**config.mk**
```make
export PLATFORM = sky130hd
export DESIGN_NAME = gate_exerciser_flat
export DESIGN_NICKNAME = d
export VERILOG_FILES = /design/src/rtl/gate_test_pkg.sv /design/src/rtl/gate_exerciser_if.sv /design/src/rtl/gate_exerciser_settle_counter.sv /design/src/rtl/gate_exerciser.sv /design/src/flat_wrapper.sv
export SDC_FILE = /design/constraint.sdc
export NUM_CORES = 1
export LEC_CHECK = 0
export ABC_CLOCK_PERIOD_IN_PS = 4400
export CAP_MARGIN = 20
export CORE_MARGIN = 2
export CORE_UTILIZATION = 45
export DETAILED_ROUTE_END_ITERATION = 16
export PLACE_DENSITY = 0.71
export SYNTH_ARGS = -nofsm -noshare
export SYNTH_HDL_FRONTEND = slang
export SYNTH_SLANG_ARGS = --single-unit
```
**constraint.sdc**
```tcl
create_clock -name clk -period 4.4 [get_ports clk]
set_input_delay 0.88 -clock clk [delete_from_list [all_inputs] [get_ports clk]]
set_output_delay 0.88 -clock clk [all_outputs]
set_load 0.05 [all_outputs]
```
**src/rtl/gate_test_pkg.sv**
```systemverilog
// gate_test_pkg: shared FSM states, settle default and gate truth tables for gate_exerciser
package gate_test_pkg;

    typedef enum logic [2:0] {
        S_IDLE,
        S_DRIVE,
        S_SETTLE,
        S_CHECK,
        S_DONE
    } state_t;

    localparam int         DEFAULT_SETTLE = 2;
    localparam logic [3:0] TRUTH_AND      = 4'b1000;
    localparam logic [3:0] TRUTH_OR       = 4'b1110;
    localparam logic [3:0] TRUTH_NAND     = 4'b0111;
    localparam logic [3:0] TRUTH_XOR      = 4'b0110;

    function automatic logic [2:0] sat_inc(input logic [2:0] v);
        return (v >= 3'd4) ? 3'd4 : v + 3'd1;
    endfunction

endpackage

```
**src/rtl/gate_exerciser_if.sv**
```systemverilog
// gate_exerciser_if: control, gate-drive and result signals between a tester and the gate under test
interface gate_exerciser_if;
    logic       start;
    logic       abort;
    logic       gate_out;
    logic       in_a;
    logic       in_b;
    logic       busy;
    logic       done;
    logic       pass;
    logic [2:0] err_cnt;
    logic [3:0] result_vec;

    modport master (
        output start, abort, gate_out,
        input  in_a, in_b, busy, done, pass, err_cnt, result_vec
    );

    modport slave (
        input  start, abort, gate_out,
        output in_a, in_b, busy, done, pass, err_cnt, result_vec
    );
endinterface

```
**src/rtl/gate_exerciser_settle_counter.sv**
```systemverilog
// settle_counter: loadable down-counter with zero flag that times how long each vector is held
module settle_counter #(
    parameter int W = 4
) (
    input  logic         clk,
    input  logic         rst_n,
    input  logic         load_i,
    input  logic [W-1:0] val_i,
    input  logic         dec_i,
    output logic         zero_o
);
    logic [W-1:0] cnt_q, cnt_d;

    // Load wins over decrement; the count never goes below zero
    always_comb cnt_d = load_i ? val_i : (dec_i && cnt_q != '0) ? cnt_q - 1'b1 : cnt_q;

    // Counter register
    always_ff @(posedge clk or negedge rst_n)
        if (!rst_n) cnt_q <= '0;
        else        cnt_q <= cnt_d;

    assign zero_o = cnt_q == '0;
endmodule

```
**src/rtl/gate_exerciser.sv**
```systemverilog
// gate_exerciser: applies all four input vectors to a two-input gate and checks it against TRUTH
// Optional per-vector capture of gate_out into result_vec: define GATE_EXERCISER_CAPTURE_EN
module gate_exerciser
    import gate_test_pkg::*;
#(
    parameter int         SETTLE = DEFAULT_SETTLE,
    parameter logic [3:0] TRUTH  = TRUTH_AND
) (
    input logic             clk,
    input logic             rst_n,
    gate_exerciser_if.slave bus
);
    localparam logic [3:0] SETTLE_LOAD = 4'(SETTLE - 1);

    state_t     state_q, state_d;
    logic [1:0] idx_q, idx_d;
    logic       in_a_q, in_a_d;
    logic       in_b_q, in_b_d;
    logic       pass_q, pass_d;
    logic [2:0] err_q, err_d;
    logic       load, dec, zero;
`ifdef GATE_EXERCISER_CAPTURE_EN
    logic [3:0] res_q, res_d;
`endif

    settle_counter #(.W(4)) u_settle (
        .clk    (clk),
        .rst_n  (rst_n),
        .load_i (load),
        .val_i  (SETTLE_LOAD),
        .dec_i  (dec),
        .zero_o (zero)
    );

    // Next-state and datapath: abort from any active state wins over normal sequencing
    always_comb begin
        state_d = state_q;
        idx_d   = idx_q;
        in_a_d  = in_a_q;
        in_b_d  = in_b_q;
        pass_d  = pass_q;
        err_d   = err_q;
        load    = 1'b0;
        dec     = 1'b0;
`ifdef GATE_EXERCISER_CAPTURE_EN
        res_d   = res_q;
`endif
        if (state_q != S_IDLE && bus.abort) begin
            state_d = S_IDLE;
            in_a_d  = 1'b0;
            in_b_d  = 1'b0;
            pass_d  = 1'b0;
        end else begin
            case (state_q)
                S_IDLE: if (bus.start && !bus.abort) begin
                    err_d   = '0;
                    idx_d   = '0;
                    state_d = S_DRIVE;
`ifdef GATE_EXERCISER_CAPTURE_EN
                    res_d   = '0;
`endif
                end
                S_DRIVE: begin
                    in_a_d  = idx_q[0];
                    in_b_d  = idx_q[1];
                    load    = 1'b1;
                    state_d = S_SETTLE;
                end
                S_SETTLE: begin
                    dec     = 1'b1;
                    state_d = zero ? S_CHECK : S_SETTLE;
                end
                S_CHECK: begin
                    if (bus.gate_out != TRUTH[idx_q]) err_d = sat_inc(err_q);
`ifdef GATE_EXERCISER_CAPTURE_EN
                    res_d[idx_q] = bus.gate_out;
`endif
                    if (idx_q == 2'd3) begin
                        state_d = S_DONE;
                        in_a_d  = 1'b0;
                        in_b_d  = 1'b0;
                    end else begin
                        idx_d   = idx_q + 2'd1;
                        state_d = S_DRIVE;
                    end
                end
                S_DONE: begin
                    pass_d  = err_q == 3'd0;
                    state_d = S_IDLE;
                end
                default: state_d = S_IDLE;
            endcase
        end
    end

    // State and datapath registers
    always_ff @(posedge clk or negedge rst_n)
        if (!rst_n) begin
            state_q <= S_IDLE;
            idx_q   <= '0;
            in_a_q  <= 1'b0;
            in_b_q  <= 1'b0;
            pass_q  <= 1'b0;
            err_q   <= '0;
        end else begin
            state_q <= state_d;
            idx_q   <= idx_d;
            in_a_q  <= in_a_d;
            in_b_q  <= in_b_d;
            pass_q  <= pass_d;
            err_q   <= err_d;
        end

`ifdef GATE_EXERCISER_CAPTURE_EN
    // Captured gate responses, one bit per vector
    always_ff @(posedge clk or negedge rst_n)
        if (!rst_n) res_q <= '0;
        else        res_q <= res_d;

    assign bus.result_vec = res_q;
`else
    assign bus.result_vec = '0;
`endif

    assign bus.in_a    = in_a_q;
    assign bus.in_b    = in_b_q;
    assign bus.busy    = state_q != S_IDLE;
    assign bus.done    = state_q == S_DONE && !bus.abort;
    assign bus.pass    = pass_q;
    assign bus.err_cnt = err_q;
endmodule
```
**src/flat_wrapper.sv**
```systemverilog
// flat-port wrapper written by rule: the top's interface ports become plain ports
module gate_exerciser_flat import gate_test_pkg::*;
#(
    parameter int         SETTLE = DEFAULT_SETTLE,
    parameter logic [3:0] TRUTH  = TRUTH_AND
)
  (clk, rst_n, bus_start, bus_abort, bus_gate_out, bus_in_a, bus_in_b, bus_busy, bus_done, bus_pass, bus_err_cnt, bus_result_vec);
  gate_exerciser_if bus_i ();
  input logic clk;
  input logic rst_n;
  input wire logic [$bits(bus_i.start)-1:0] bus_start;
  input wire logic [$bits(bus_i.abort)-1:0] bus_abort;
  input wire logic [$bits(bus_i.gate_out)-1:0] bus_gate_out;
  output wire logic [$bits(bus_i.in_a)-1:0] bus_in_a;
  output wire logic [$bits(bus_i.in_b)-1:0] bus_in_b;
  output wire logic [$bits(bus_i.busy)-1:0] bus_busy;
  output wire logic [$bits(bus_i.done)-1:0] bus_done;
  output wire logic [$bits(bus_i.pass)-1:0] bus_pass;
  output wire logic [$bits(bus_i.err_cnt)-1:0] bus_err_cnt;
  output wire logic [$bits(bus_i.result_vec)-1:0] bus_result_vec;
  assign bus_i.start = bus_start;
  assign bus_i.abort = bus_abort;
  assign bus_i.gate_out = bus_gate_out;
  assign bus_in_a = bus_i.in_a;
  assign bus_in_b = bus_i.in_b;
  assign bus_busy = bus_i.busy;
  assign bus_done = bus_i.done;
  assign bus_pass = bus_i.pass;
  assign bus_err_cnt = bus_i.err_cnt;
  assign bus_result_vec = bus_i.result_vec;
  gate_exerciser #(.SETTLE(SETTLE), .TRUTH(TRUTH)) u_core (.clk(clk), .rst_n(rst_n), .bus(bus_i));
endmodule
```
==> impl_metrics.py <==
metrics = {
    "run_status": {
        "status": "finished, final reports clean",
    },
    "layout": {
        "nets": 112,
        "antenna_cells": 0,
        "fillers": 192,
        "final_cell_mix": "dfrtp_1 (15), clkdlybuf4s50_1 (12), inv_1 (7)",
        "seq_area_um2": 375,
        "multiInputGateArea_um2": 450,
        "fin_area_um2": 1040,
        "final_common_cell": "dfrtp_1",
        "syn_to_final_growth_pct": 16.4,
        "drive_gt1_frac": 0.0594,
    },
    "detailed_routing": {
        "drcViolationCount": 0,
        "postRouteAntennaNets": 0,
        "drt_iter0_markers": 15,
        "vias_per_cell": 5.32,
        "vias": 681,
        "routed_wl_um": 1580,
        "wl_per_cell_um": 12.3,
        "firstDrtPassIters": 4,
    },
    "global_routing": {
        "grt_pass1_vias": 633,
        "antenna_found_initial": 0,
        "grt_pass1_wl_um": 2840,
        "grt_usage": 0.157,
        "grt_remaining_overflow": 0,
        "grt_max_degree": 16,
    },
    "min_path": {
        "hold_path.class": "flip-flop to flip-flop",
    },
    "synthesis": {
        "synth_edf_count": 0,
        "ys_ff_latch": 15,
        "synthDistinctLibCells": 35,
        "syn_avg_cell_area_um2": 10.0,
        "yosysWarnings": 0,
        "synth_cells": 89,
        "synthArstFlopShare": 1.00,
        "yosysSeqAreaShare": 0.421,
        "syn-cell-area_um2": 891,
        "synthFlopType": "dfrtp_1",
    },
    "clocking": {
        "clkTransAtPathRegs_ns": 0.09,
        "cts_buffers": 3,
        "cts_root_buf": "clkbuf_4",
        "clock_sinks": 15,
        "tritoncts": "built",
        "cts.repair.resized": 0,
        "h-tree-depth": 1,
        "postCtsHoldBufs": 0,
        "clockBufferDepth": 2,
        "cts_setup_buffers": 0,
        "clock_latency_ns": 0.29,
    },
    "run": {
        "drv_cap": 0,
    },
    "place": {
        "gp_congestion": 0.728,
        "dp_hpwl_um": 1120,
        "port_buffers": 12,
        "place_area_um2": 1010,
        "dp_worst_setup_slack_ns": 0.898,
    },
    "floorplan": {
        "row_count": 16,
        "die_x_um": 48.5,
        "core_um2": 1920,
        "ios": 17,
        "die_area_um2": 2350,
        "start_util": 0.464,
        "die_h_um": 48.5,
    },
    "critical_path": {
        "arrival_ns": 2.64,
        "worstPathMaxFanout": 12,
        "start_kind": "input pin",
        "critPathCaptureType": "output pin",
        "path_class": "input pin to output pin",
        "crit_required_ns": 3.52,
    },
    "power": {
        "ir_worst_vdd_mv": 0.193,
        "powerDensity_nw_per_um2": 393,
        "p_leak_nw": 0.448,
    },
    "timing": {
        "setup_ws_ns": 0.882,
        "slew_viol_final": 0,
        "fin_skew_ns": 0.00528,
        "setup_tns_ns": 0,
        "setup_violations": 0,
        "max_freq_ghz": 0.284,
        "tightest_slew_ns": 0.673,
        "grt_setup_unrepaired": "no",
        "final_hold_viol_count": 0,
        "period_needed_ns": 3.52,
        "finalCritPeriodShare": 0.800,
        "maxSlewHeadroom": 0.550,
    },
}
==> path summary, 6_finish.rpt <==
kind	start	end	slack, ns	cells past startpoint
max in group asynchronous	rst_n	u_core.u_settle.cnt_q[2]$_DFFE_PN0P_	2.97	1
min in group asynchronous	rst_n	u_core.state_q[0]$_DFFE_PN0P_	0.99	1
hold reg to reg	u_core.idx_q[0]$_DFFE_PN0P_	u_core.idx_q[0]$_DFFE_PN0P_	0.51	1
setup / recovery	bus_abort	bus_done	0.88	3
hold / removal	u_core.idx_q[0]$_DFFE_PN0P_	u_core.idx_q[0]$_DFFE_PN0P_	0.51	1
setup reg to reg	u_core.state_q[0]$_DFFE_PN0P_	u_core.bus.err_cnt[0]$_DFFE_PN0P_	2.67	3
==> synthesized netlist by cell type, types with 2 or more instances <==
| cell type | count | area [um^2] |
|---|---|---|
| nand2_1 | 2 | 7.51 |
| clkbuf_1 | 2 | 7.51 |
| nand2b_1 | 3 | 18.8 |
| a31oi_1 | 2 | 12.5 |
| or3b_2 | 2 | 17.5 |
| inv_1 | 7 | 26.3 |
| or3_1 | 2 | 12.5 |
| nor4bb_1 | 3 | 30.0 |
| nor4b_1 | 3 | 26.3 |
| o21ai_0 | 4 | 20.0 |
| ha_1 | 5 | 62.6 |
| nor3_1 | 2 | 10.0 |
| nor2b_1 | 2 | 12.5 |
| buf_4 | 5 | 37.5 |
| nor2_1 | 2 | 7.51 |
| nand3_1 | 3 | 15.0 |
| dfrtp_1 | 15 | 375 |
| a22o_1 | 2 | 17.5 |
| mux2i_1 | 4 | 40.0 |
| a21oi_1 | 3 | 15.0 |
| a211oi_1 | 2 | 15.0 |
==> cells by family after synthesis <==
family	Yosys count	share of synthesized area
AND/OR/NAND/NOR	29	0.219
AO/OA/AOI/OAI	18	0.135
flip-flops	15	0.421
buffers and inverters	15	0.0857
adder cells (fa/ha/maj)	5	0.0702
multiplexers	4	0.0449
XOR/XNOR	2	0.0197
other	1	0.00421
==> power by group <==
part / internal, W / switching [W] / leakage [nW] / total (W)
logic: 0.0000594 / 0.0000753 / 0.231 / 0.000135
registers: 0.000161 / 0.0000325 / 0.203 / 0.000193
clock network: 0.0000352 / 0.0000448 / 0.0150 / 0.0000800
==> critical path, stage by stage <==
cell and delay, ns:
clkdlybuf4s50_1 0.59, nor4b_1 0.31, clkdlybuf4s50_1 0.85
==> stage by stage <==
step / power [W] / util / std cells / hold WS, ns
2_1_floorplan: 0.000299 / - / 92 / 0.479
6_report: 0.000408 / 0.540 / 128 / 0.514
4_1_cts: 0.000413 / 0.537 / 127 / 0.518
3_3_place_gp: 0.000323 / 0.523 / 123 / 0.496
5_1_grt: 0.000441 / 0.540 / 128 / 0.547
3_5_place_dp: 0.000330 / 0.523 / 123 / 0.494
==> flip-flops by register name, indices dropped and copies added (netlist names) <==
signal                 cells
u_core.bus.in_a            1
u_core.idx_q               2
u_core.bus.err_cnt         3
u_core.state_q             3
u_core.u_settle.cnt_q      4
u_core.bus.in_b            1
u_core.bus.pass            1
==> metal layers <==
| metal | vias up | GRT usage | wire, um |
|---|---|---|---|
| met5 | - | 0 | 0 |
| met3 | 4 | 0.0309 | 46 |
| met2 | 10 | 0.220 | 698 |
| met1 | 327 | 0.227 | 802 |
| li1 | 340 | - | - |
| met4 | 0 | 0.0857 | 29 |
==> final cells by class <==
| class | count | area share |
|---|---|---|
| well taps | 27 | 0.0326 |
| repair buffers | 13 | 0.121 |
| inverters | 7 | 0.0253 |
| flip-flops and latches | 15 | 0.362 |
| clock buffers | 4 | 0.0253 |
| multi-input cells | 62 | 0.434 |
No activity file was read; power rests on OpenSTA's default activity.
